===== src/rtl/frog_pkg.sv =====
// Shared types and widths for the frog tracker: game state, decoded move
// and the score/lives counter widths.
package frog_pkg;

  localparam int SCORE_W = 8;
  localparam int LIVES_W = 3;

  typedef enum logic [1:0] {
    PLAY = 2'd0,
    DEAD = 2'd1,
    OVER = 2'd2
  } state_t;

  typedef enum logic [2:0] {
    MV_NONE  = 3'd0,
    MV_UP    = 3'd1,
    MV_DOWN  = 3'd2,
    MV_LEFT  = 3'd3,
    MV_RIGHT = 3'd4
  } move_t;

endpackage


===== src/rtl/frog_tracker_move_arb.sv =====
// Picks one key pulse (U > D > L > R) and works out where the frog would land,
// applying the grid-edge wrap or clamp rules.
module frog_move_arb
  import frog_pkg::*;
#(
  parameter int ROWS = 16,
  parameter int COLS = 16,
  parameter int WRAP = 0,
  localparam int RW = (ROWS > 1) ? $clog2(ROWS) : 1,
  localparam int CW = (COLS > 1) ? $clog2(COLS) : 1
) (
  input  logic          u,
  input  logic          d,
  input  logic          l,
  input  logic          r,
  input  logic [RW-1:0] row,
  input  logic [CW-1:0] col,
  output move_t         move,
  output logic [RW-1:0] next_row,
  output logic [CW-1:0] next_col
);

  localparam logic [RW-1:0] LAST_ROW = RW'(ROWS - 1);
  localparam logic [CW-1:0] LAST_COL = CW'(COLS - 1);

  always_comb begin
    move     = MV_NONE;
    next_row = row;
    next_col = col;
    if (u) begin
      move = MV_UP;
      if (row != '0) next_row = row - 1'b1;
    end else if (d) begin
      move = MV_DOWN;
      if (row != LAST_ROW) next_row = row + 1'b1;
    end else if (l) begin
      move = MV_LEFT;
      if (col != '0)     next_col = col - 1'b1;
      else if (WRAP != 0) next_col = LAST_COL;
    end else if (r) begin
      move = MV_RIGHT;
      if (col != LAST_COL) next_col = col + 1'b1;
      else if (WRAP != 0)  next_col = '0;
    end
  end

endmodule


===== src/rtl/frog_tracker.sv =====
// Frog position, lives, respawn delay, win detection and score for the LED
// grid game; drives the one-hot green pixel plane.
module frog_tracker
  import frog_pkg::*;
#(
  parameter int ROWS        = 16,
  parameter int COLS        = 16,
  parameter int START_ROW   = 15,
  parameter int START_COL   = 7,
  parameter int WRAP        = 0,
  parameter int LIVES       = 3,
  parameter int RESPAWN_CYC = 4,
  localparam int RW = (ROWS > 1) ? $clog2(ROWS) : 1,
  localparam int CW = (COLS > 1) ? $clog2(COLS) : 1
) (
  input  logic                       Clock,
  input  logic                       reset,
  input  logic                       L,
  input  logic                       R,
  input  logic                       U,
  input  logic                       D,
  input  logic                       lost,
  output logic [ROWS-1:0][COLS-1:0]  GrnPixels,
  output logic [RW-1:0]              row,
  output logic [CW-1:0]              col,
  output logic [LIVES_W-1:0]         lives_left,
  output logic [SCORE_W-1:0]         score,
  output logic                       win,
  output logic                       game_over
);

  localparam int NW = (RESPAWN_CYC > 1) ? $clog2(RESPAWN_CYC) : 1;
  localparam logic [RW-1:0]      START_R  = RW'(START_ROW);
  localparam logic [CW-1:0]      START_C  = CW'(START_COL);
  localparam logic [LIVES_W-1:0] LIVES_I  = LIVES_W'(LIVES);
  localparam logic [NW-1:0]      LAST_CNT = NW'(RESPAWN_CYC - 1);

  state_t        state;
  logic [NW-1:0] cnt;
  move_t         move;
  logic [RW-1:0] nrow;
  logic [CW-1:0] ncol;

  frog_move_arb #(.ROWS(ROWS), .COLS(COLS), .WRAP(WRAP)) u_arb (
    .u        (U),
    .d        (D),
    .l        (L),
    .r        (R),
    .row      (row),
    .col      (col),
    .move     (move),
    .next_row (nrow),
    .next_col (ncol)
  );

  // win is a one-cycle pulse; while it is high the frog sits on row 0 and the
  // next edge either banks the crossing or, if hit, takes the collision instead.
  always_ff @(posedge Clock or negedge reset) begin
    if (!reset) begin
      state      <= PLAY;
      row        <= START_R;
      col        <= START_C;
      lives_left <= LIVES_I;
      score      <= '0;
      win        <= 1'b0;
      game_over  <= 1'b0;
      cnt        <= '0;
    end else begin
      win <= 1'b0;
      case (state)
        PLAY: begin
          if (lost) begin
            if (lives_left <= LIVES_W'(1)) begin
              lives_left <= '0;
              state      <= OVER;
              game_over  <= 1'b1;
            end else begin
              lives_left <= lives_left - 1'b1;
              state      <= DEAD;
              cnt        <= '0;
            end
          end else if (win) begin
            if (score != '1) score <= score + 1'b1;
            row <= START_R;
            col <= START_C;
          end else if (move != MV_NONE) begin
            row <= nrow;
            col <= ncol;
            win <= (move == MV_UP) && (nrow == '0) && (row != '0);
          end
        end
        DEAD: begin
          if (cnt == LAST_CNT) begin
            state <= PLAY;
            row   <= START_R;
            col   <= START_C;
          end else begin
            cnt <= cnt + 1'b1;
          end
        end
        OVER: ;
        default: state <= PLAY;
      endcase
    end
  end

  always_comb begin
    GrnPixels = '0;
    if (state == PLAY) GrnPixels[row][col] = 1'b1;
  end

endmodule


===== config.mk =====
export PLATFORM = sky130hd
export DESIGN_NAME = frog_tracker
export DESIGN_NICKNAME = d
export VERILOG_FILES = /design/src/rtl/frog_pkg.sv /design/src/rtl/frog_tracker_move_arb.sv /design/src/rtl/frog_tracker.sv
export SDC_FILE = /design/constraint.sdc
export NUM_CORES = 1
export LEC_CHECK = 0
export CAP_MARGIN = 10
export CORE_AREA = 2 2 109 111
export CTS_CLUSTER_SIZE = 28
export DETAILED_ROUTE_END_ITERATION = 10
export DIE_AREA = 0 0 111 113
export PLACE_DENSITY = 0.69
export SYNTH_ARGS = -nofsm -noshare
export SYNTH_HDL_FRONTEND = slang
export SYNTH_SLANG_ARGS = --single-unit

===== constraint.sdc =====
create_clock -name Clock -period 2.7 [get_ports Clock]
set_clock_uncertainty 0.2 [all_clocks]
set_input_delay 0.27 -clock Clock [delete_from_list [all_inputs] [get_ports Clock]]
set_output_delay 0.27 -clock Clock [all_outputs]
set_load 0.005 [all_outputs]

==> summary.log <==
[place] Routability Congestion 0.859
[critical_path] Crit. path cell count 6
[timing] Peak Freq 368 MHz
[power] leakage power figure 3.85 nW
[grt] maximum number of pins on one net before global-route repair 26
[cells_and_area] number of nets in the layout 823
[floorplan] starting density of the core 25.0%
[critical_path] worst setup path class reg -> out
[power] total chip power 1.27 mW
[clock_tree] Clk Latency, worst-skew pair 260 ps
[timing] final setup violation count 1
[floorplan] Core ar. 11,300 sq um
[synth] prevailing post-synth register cell sky130_fd_sc_hd__dfrtp_1
[critical_path] required time at the worst-slack endpoint 2230 ps
[hold_path] classification of the worst-slack hold path in -> async
[run_status] violations in the final reports negative setup slack
[cells_and_area] Synth-to-Final Area Change 138%
[synth] synthesized area 2820 sq um
[timing] post-layout minimum cycle time 2720 ps
[place] Worst Setup Slack post-DPL 104 ps
[grt] Remaining Overflow, GRT 0
[critical_path] Critical Path Source col[3]
[synth] synth cell count leaders 275 x sky130_fd_sc_hd__nor2_1, 35 x sky130_fd_sc_hd__clkbuf_1, 35 x sky130_fd_sc_hd__nand2_1
[critical_path] sequence of cells on the critical path nor4_4 > buf_4 > nand2_1 > buf_4 > nor2_1 > clkdlybuf4s50_1
[run_status] result of the run complete, but fails checks
[clock_tree] clock tree buffer depth 2
[critical_path] Setup crit end kind output pin
[timing] relative slew slack 63.3%
[synth] sequential area share after synthesis 22.6%
[route] drc violations 0
[timing] final number of hold-violating endpoints 0
[route] via count 4,620
[floorplan] Chip Width 111 microns
[clock_tree] cts-stage hold buffer count 0
[route] DR vias/cell 4.88
[critical_path] R2R Path End col[3]
[synth] register bit total from synthesis 25
[critical_path] cells on worst reg2reg path 7
[floorplan] number of ports placed on the die boundary 284
[power] worst-case vdd ir drop 0.214 mV
[floorplan] row cnt 39
[job] Max-cap violations 0
[synth] Netlist cell types 45
[critical_path] largest incremental delay on the critical path 550 ps
[place] final HPWL from detailed placement 12.6 mm
[clock_tree] cell chosen for the clock root sky130_fd_sc_hd__clkbuf_16
[grt] number of antenna violations at the first check in global routing 0
[critical_path] worst setup path end GrnPixels[209]
[timing] Final Cycle Share 101%
[clock_tree] clock net sink count 25
[clock_tree] TritonCTS buffer count 3
[synth] fraction of post-synthesis cell area in the top cell type by area 36.7%
[critical_path] count of buffering cells on the critical path with inverters included 3
[grt] first-pass GRT wire length 24.3 mm
[timing] Worst Setup Slack, final -20.2 ps
[synth] dominant cells by area after synthesis sky130_fd_sc_hd__nor2_1 37%, sky130_fd_sc_hd__dfrtp_1 14%, sky130_fd_sc_hd__dfstp_2 8.4%
[clock_tree] H-tree Lvls 1
[timing] pins over their slew limit 0
[synth] post-synthesis async set-or-reset flop share 100%
[critical_path] cell repeated most along the worst path sky130_fd_sc_hd__buf_4
[critical_path] startpoint type of the worst setup path flop
[timing] transition time of the tightest slew-check pin 545 ps
[synth] Synth Instances 488
[synth] Post-Synthesis Mean Instance Area 5.77 sq um
[power] Power Dens Cells 189 nW/um^2
[clock_tree] clock-pin slew of the registers on the worst-case setup and hold paths 60 ps
[route] number of search-and-repair iterations in the first detailed-routing pass 5
[route] first-iteration detailed-routing DRC count 386
[route] remaining antenna violation count after routing 0
[clock_tree] CTS tree done
[timing] unrepaired setup endpoints after global routing yes
[cells_and_area] number of diodes 0
[critical_path] biggest fanout along the worst timing path 16
[synth] cell with the most instances after synthesis sky130_fd_sc_hd__nor2_1
[floorplan] die height 113 microns
[critical_path] arrival time at the worst endpoint 2250 ps
[synth] yosys synthesis warning count 0
[route] wire length after detailed routing 17.2 mm
[critical_path] register-to-register path setup slack 500 ps
[place] # port buffers 283
[critical_path] slowest cell on the critical path sky130_fd_sc_hd__clkdlybuf4s50_1
[route] average routed wire per standard cell 18.2 microns
[floorplan] die footprint 12,500 sq um
[grt] via count of the first global-routing pass 4,323
[synth] cell taking the most area after synthesis sky130_fd_sc_hd__nor2_1
[cells_and_area] filler instances 1,014
[cells_and_area] fraction of layout cells with a size suffix above 1 14.9%
[synth] post-synth net total 507
[critical_path] worst reg2reg path startpoint col[1]
[grt] global router's overall resource usage 24.3%
[critical_path] cell type group with the largest total delay on the critical path buffers and inverters
[synth] EDFF count, synth 0
layout by cell type (no fill, tap or decap), types with 3 or more instances in the layout:
cell type,count
sky130_fd_sc_hd__xor2_1,4
sky130_fd_sc_hd__nor4_1,3
sky130_fd_sc_hd__buf_4,46
sky130_fd_sc_hd__inv_1,12
sky130_fd_sc_hd__dfstp_2,8
sky130_fd_sc_hd__nand2_4,3
sky130_fd_sc_hd__nand4_1,6
sky130_fd_sc_hd__nand2b_1,4
sky130_fd_sc_hd__o21ai_0,5
sky130_fd_sc_hd__nor2_2,6
sky130_fd_sc_hd__dlymetal6s2s_1,85
sky130_fd_sc_hd__clkbuf_16,3
sky130_fd_sc_hd__nand2_2,5
sky130_fd_sc_hd__nand2_1,28
sky130_fd_sc_hd__clkdlybuf4s50_1,193
sky130_fd_sc_hd__dlygate4sd2_1,5
sky130_fd_sc_hd__nor2_1,266
sky130_fd_sc_hd__dfrtp_1,14
sky130_fd_sc_hd__buf_6,18
sky130_fd_sc_hd__xnor2_1,5
sky130_fd_sc_hd__nor3_1,5
sky130_fd_sc_hd__mux2_2,6
sky130_fd_sc_hd__a21oi_1,8
sky130_fd_sc_hd__nor2_4,3
sky130_fd_sc_hd__ha_1,8
sky130_fd_sc_hd__nand3_1,11
state kept, by name (all words and copies together), names as in the netlist:
register    flops
score           8
col             4
row             4
lives_left      3
cnt             2
state           2
game_over       1
win             1
how the worst min path moves through the flow:
stage / end / slack (ps) / cells past startpoint / start
after floorplan: cnt[0] / -230 / 0 / reset
after global placement: game_over / 260 / 1 / game_over
after detailed placement: game_over / 270 / 1 / game_over
after CTS: score[6] / 180 / 2 / reset
after global routing: score[1] / 210 / 2 / reset
final: score[3] / 170 / 2 / reset
final cells by class:
| type | instances | area (sq um) | share of cell area (%) |
|---|---|---|---|
| clock buffers | 3 | 75.1 | 1.12 |
| repair buffers | 350 | 3640 | 54.3 |
| clock inverters | 1 | 8.76 | 0.131 |
| well taps | 143 | 179 | 2.67 |
| multi-input cells | 412 | 2120 | 31.5 |
| inverters | 12 | 45.0 | 0.671 |
| flip-flops and latches | 25 | 643 | 9.59 |
repair_timing:
item | 4_1_cts | 5_1_grt
endpoints found under the setup margin | 84 | 232
resized for setup | 21 | 133
gates cloned | 0 | 1
buffers inserted | 2 | 21
pin swaps | 0 | 2
report_power, final:
group	total [mW]	switching (mW)	internal (mW)
Sequential	0.449	0.0404	0.408
Combinational	0.479	0.287	0.192
Clock	0.337	0.133	0.204
Total	1.27	0.460	0.805
through the flow:
stage               hold WS, ps  setup TNS (ps)  util [%]  instance area, sq um  instances
global route                211           -1670      59.5                  6710        946
floorplan                  -226               0         -                  2820        488
finish                      167           -20.2      59.5                  6710        946
CTS                         175           -9.97      54.5                  6140        924
global placement            263               0      53.3                  6010        918
detailed placement          265               0      53.3                  6010        918
per-layer routing:
metal,vias to the layer above,GRT usage [%],share of wire (%)
li1,2156,-,-
met1,2208,30.4,42
met2,233,44.4,50
met3,23,4.02,7.0
met4,0,4.33,1.6
met5,-,0,0
cell families after synthesis:
group | count (synthesis) | share of synthesized area, %
AO/OA/AOI/OAI | 27 | 6.62
AND/OR/NAND/NOR | 357 | 52.0
buffers and inverters | 51 | 7.20
adder cells (fa/ha/maj) | 12 | 5.60
XOR/XNOR | 9 | 2.80
flip-flops | 25 | 22.6
multiplexers | 7 | 3.20
(Power assumes the default switching activity.)
